## config.mk

```make
export PLATFORM = sky130hd
export DESIGN_NAME = hc595_serializer
export DESIGN_NICKNAME = d
export VERILOG_FILES = /design/src/rtl/hc595_serializer.sv
export SDC_FILE = /design/constraint.sdc
export NUM_CORES = 1
export LEC_CHECK = 0
export CAP_MARGIN = 20
export CORE_UTILIZATION = 45
export DETAILED_ROUTE_END_ITERATION = 10
export GPL_TIMING_DRIVEN = 0
export PLACE_DENSITY = 0.73
export SYNTH_ARGS = -nofsm -noshare
export SYNTH_HDL_FRONTEND = slang
export SYNTH_SLANG_ARGS = --single-unit
```

## constraint.sdc

```tcl
create_clock -name clk -period 1.5 [get_ports clk]
set_input_delay 0.3 -clock clk [delete_from_list [all_inputs] [get_ports clk]]
set_output_delay 0.3 -clock clk [all_outputs]
set_load 0.01 [all_outputs]
```

## src/rtl/hc595_serializer.sv

```systemverilog
// Parallel-to-serial front end for a 74HC595-style chain: accepts a word over
// ready/valid, shifts it out on ser/srclk, then issues one rclk latch pulse.
module hc595_serializer #(
  parameter int unsigned WIDTH     = 8,
  parameter int unsigned DIV       = 2,
  parameter bit          MSB_FIRST = 1'b1
) (
  input  logic             clk,
  input  logic             rst,
  input  logic [WIDTH-1:0] data_in,
  input  logic             load,
  output logic             ready,
  output logic             ser,
  output logic             srclk,
  output logic             rclk,
  output logic             done
);

  localparam int unsigned DIV_W = (DIV > 1) ? $clog2(DIV) : 1;
  localparam int unsigned BIT_W = (WIDTH > 1) ? $clog2(WIDTH) : 1;
  localparam logic [DIV_W-1:0] DIV_LAST = DIV_W'(DIV - 1);
  localparam logic [BIT_W-1:0] BIT_LAST = BIT_W'(WIDTH - 1);

  typedef enum logic [1:0] {
    S_IDLE  = 2'd0,
    S_LOW   = 2'd1,
    S_HIGH  = 2'd2,
    S_LATCH = 2'd3
  } state_t;

  state_t           state_q, state_d;
  logic [WIDTH-1:0] sr_q, sr_d;
  logic [BIT_W-1:0] bit_q, bit_d;
  logic [DIV_W-1:0] div_q, div_d;
  logic             div_end;
  logic             ser_d;
  logic             done_d;

  assign div_end = (div_q == DIV_LAST);

  // State, datapath and output registers; outputs are decoded from next state
  // so they line up with the phase they describe.
  always_ff @(posedge clk or posedge rst) begin
    if (rst) begin
      state_q <= S_IDLE;
      sr_q    <= '0;
      bit_q   <= '0;
      div_q   <= '0;
      ready   <= 1'b1;
      ser     <= 1'b0;
      srclk   <= 1'b0;
      rclk    <= 1'b0;
      done    <= 1'b0;
    end else begin
      state_q <= state_d;
      sr_q    <= sr_d;
      bit_q   <= bit_d;
      div_q   <= div_d;
      ready   <= (state_d == S_IDLE);
      ser     <= ser_d;
      srclk   <= (state_d == S_HIGH);
      rclk    <= (state_d == S_LATCH);
      done    <= done_d;
    end
  end

  // Next-state logic: each phase lasts DIV cycles, bits advance on HIGH->LOW.
  always_comb begin
    state_d = state_q;
    sr_d    = sr_q;
    bit_d   = bit_q;
    div_d   = div_q;
    ser_d   = 1'b0;
    done_d  = 1'b0;

    case (state_q)
      S_IDLE: begin
        if (load) begin
          state_d = S_LOW;
          sr_d    = data_in;
          bit_d   = '0;
          div_d   = '0;
        end
      end

      S_LOW: begin
        if (div_end) begin
          state_d = S_HIGH;
          div_d   = '0;
        end else begin
          div_d = div_q + DIV_W'(1);
        end
      end

      S_HIGH: begin
        if (div_end) begin
          div_d = '0;
          if (bit_q == BIT_LAST) begin
            state_d = S_LATCH;
          end else begin
            state_d = S_LOW;
            sr_d    = MSB_FIRST ? (sr_q << 1) : (sr_q >> 1);
            bit_d   = bit_q + BIT_W'(1);
          end
        end else begin
          div_d = div_q + DIV_W'(1);
        end
      end

      S_LATCH: begin
        if (div_end) begin
          state_d = S_IDLE;
          div_d   = '0;
          done_d  = 1'b1;
        end else begin
          div_d = div_q + DIV_W'(1);
        end
      end

      default: begin
        state_d = S_IDLE;
      end
    endcase

    // ser only moves when entering LOW, so it is stable across every srclk rise.
    if ((state_d == S_LOW) || (state_d == S_HIGH)) begin
      ser_d = MSB_FIRST ? sr_d[WIDTH-1] : sr_d[0];
    end
  end

endmodule

```

==> results_dict.tcl <==
set metrics [dict create \
    finClkSkew_ns 0.004733 \
    maxCapViolCount 0 \
    antenna_left 0 \
    worst_pin_slew_ns 0.6919 \
    synth.top_cell.area_share_pct 50.14 \
    drv_slew 0 \
    final.min_clock_period_ns 1.646 \
    drive_gt1_share_pct 35.05 \
    ys_top_cells_by_area "dfrtp_1 50%, ha_1 7.0%, a22o_1 6.8%" \
    nFillCells 133 \
    drcViolationCount 0 \
    synth_nets 83 \
    htreeDepth 1 \
    n_antenna_cell 0 \
    synthCells 67 \
    fin_setup_tns_ns -1.252 \
    rsz0062_at_grt "yes" \
    period_share_pct 109.7 \
    die_area_sq_um 2179 \
    hp-class "in2async" \
    path_clk_slew_ns 0.11 \
    nets 114 \
    yosysSeqAreaShare_pct 53.06 \
    fin_cells 122 \
    max_freq_mhz 607.7 \
    dp_hpwl_um 1032 \
    ys_types 25 \
    drt_iter0_drc 17 \
    syn_to_final_growth_pct 39.69 \
    power_frac_seq_pct 40.7 \
    pwr_density_cell_nw_per_um2 1707 \
    critPathArrivalTime_ns 1.85 \
    p_int_mw 1.380 \
    dp_cells 107 \
    path_class "reg2reg" \
    grt_pass1_vias 586 \
    setup_viol 14 \
    pre_cts_ws_ns -0.4308 \
    chipWidth_um 46.68 \
    ys_warn_count 0 \
    grt_pass1_wl_um 2718 \
    grt_overflow_total 0 \
    via_per_inst 5.336 \
    layout_setup_ws_ns -0.1456 \
    start_kind "flop" \
    cts-root-buf "clkbuf_4" \
    die_h_um 46.68 \
    finalHoldViolCount 0 \
    grtUsageTotal_pct 18.52 \
    yosys.area.top_type "dfrtp_1" \
    pwr-share-clk_pct 12.0 \
    clkSinkCount 19 \
    clk_latency_ns 0.30 \
    synth-seq-cells 19 \
    initial_utilization_pct 49.86 \
    wl_per_cell_um 15.11 \
    p_total_mw 2.142 \
    antenna_found_initial 0 \
    critPathRequiredTime_ns 1.70 \
    syn_avg_cell_area_sq_um 13.41 \
    cp_max_fo 2 \
    switching_share_pct 35.59 \
    wirelength_um 1844 \
    status "finished, violations left" \
    power_leakage_nw 0.6805 \
    cp-end-kind "flop" \
    synthesis.area_sq_um 898.4 \
    violations "negative setup slack" \
    clockBufferDepth 2 \
    drt-pass1-iter-count 4 \
    cts_tree "yes" \
    grt_max_degree 20 \
    numCtsBuffers 3 \
    power.switching_mw 0.7622 \
    port_buffers 15 \
    rows 15 \
    core_sq_um 1802 \
    place_congestion 0.6781 \
    relSlewSlack_pct 53.82 \
    fin_util_pct 69.65 \
    p_comb_share_pct 47.3 \
    cts_hold_buf 0 \
    io_pins 16 \
    via_count 651 \
    vdd_drop_max_v 0.001009 \
]
==> Yosys cell counts, drive strengths merged <==
cell type and instances:
a211o 1, a211oi 1, a21o 7, a22o 8, a32o 2, and2b 2
and3 1, and4bb 2, buf 3, dfrtp 18, dfstp 1, ha 5
inv 3, nand2 1, nand3b 1, nor2 3, nor3b 2, o21a 2
o21ai 3, or2 1
==> layout by cell type, fill, tap and decap left out, drive strengths merged <==
master,n
clkbuf,3
and2b,2
inv,3
nand3b,1
a211oi,1
clkinv,1
and4bb,2
nor2,4
a21o,7
dfstp,1
a22o,8
buf,13
a32o,2
o21a,2
clkdlybuf4s50,10
a211o,1
nor3b,2
nand2,1
o21ai,3
dlygate4sd2,1
or2,1
dfrtp,18
ha,5
dlymetal6s2s,4
and3,1
==> sequential cells by signal (all words and copies together) (netlist names) <==
register and count:
bit_q 3, srclk 1, ready 1, sr_q 8, state_q 2, done 1, div_end 1, ser 1
rclk 1
==> area by class of cell <==
| type | count | area (sq um) | share of cell area, % |
|---|---|---|---|
| buffer | 3 | 31.28 | 2.493 |
| sequential | 19 | 479.2 | 38.19 |
| clock inverter | 1 | 5.005 | 0.3988 |
| tap | 25 | 31.28 | 2.493 |
| multi-input combinational | 43 | 424.2 | 33.80 |
| timing repair buffer | 25 | 250.2 | 19.94 |
| inverter | 3 | 11.26 | 0.8973 |
| clock buffer | 3 | 22.52 | 1.795 |
==> path summary, 6_finish.rpt <==
check / cells past startpoint / slack (ns) / start / end
worst max register to register: 7 / -0.15 / bit_q[0]$_DFFE_PP0P_ / ser$_DFF_PP0_
max in group asynchronous: 2 / 0.63 / rst / state_q[1]$_DFF_PP0_
worst min register to register: 1 / 0.49 / sr_q[1]$_DFFE_PP0P_ / sr_q[1]$_DFFE_PP0P_
min in group clk: 1 / 0.49 / sr_q[1]$_DFFE_PP0P_ / sr_q[1]$_DFFE_PP0P_
worst max-delay path: 7 / -0.15 / bit_q[0]$_DFFE_PP0P_ / ser$_DFF_PP0_
worst min-delay path: 2 / 0.39 / rst / sr_q[4]$_DFFE_PP0P_
==> power by group through the flow <==
stage | Clock, mW | Combinational, mW | Sequential (mW)
after floorplan | 0 | 0.577 | 0.863
after global placement | 0 | 0.801 | 0.859
after detailed placement | 0 | 0.831 | 0.868
after CTS | 0.265 | 0.969 | 0.860
after global routing | 0.282 | 1.13 | 0.894
final | 0.258 | 1.01 | 0.872
==> worst max-delay path, cell delays in order (launching register included) <==
cell	delay, ns
dfrtp_1	0.40
ha_2	0.19
ha_4	0.16
and2b_2	0.20
o21ai_2	0.13
o21a_1	0.14
ha_1	0.23
o21a_1	0.10
==> kinds of logic after synthesis <==
logic type | Yosys count | synth area share, %
AND/OR/NAND/NOR | 13 | 14.49
flip-flops | 19 | 53.06
buffers and inverters | 6 | 4.317
AO/OA/AOI/OAI | 24 | 21.17
adder cells (fa/ha/maj) | 5 | 6.964
==> metrics by stage <==
step	hold slack, ns	cell area (sq um)
3_3_place_gp	0.4584	1089
3_5_place_dp	0.4662	1089
4_1_cts	0.4096	1232
5_1_grt	0.4513	1255
2_1_floorplan	0.2504	907.1
6_report	0.3898	1255
==> what timing repair did <==
item                       CTS  global route
cloned                       1             1
pin swaps                   10             3
setup endpoints to repair   15            18
resized for setup            8             5
buffers inserted             7             3
==> layer usage <==
metal	vias up	GRT usage [%]	wire length [um]
li1	311	-	-
met1	320	24.63	775
met2	15	28.06	967
met3	5	7.059	77
met4	0	5.143	23
met5	-	0	0
Note: power is estimated with default switching activity, not from simulation.
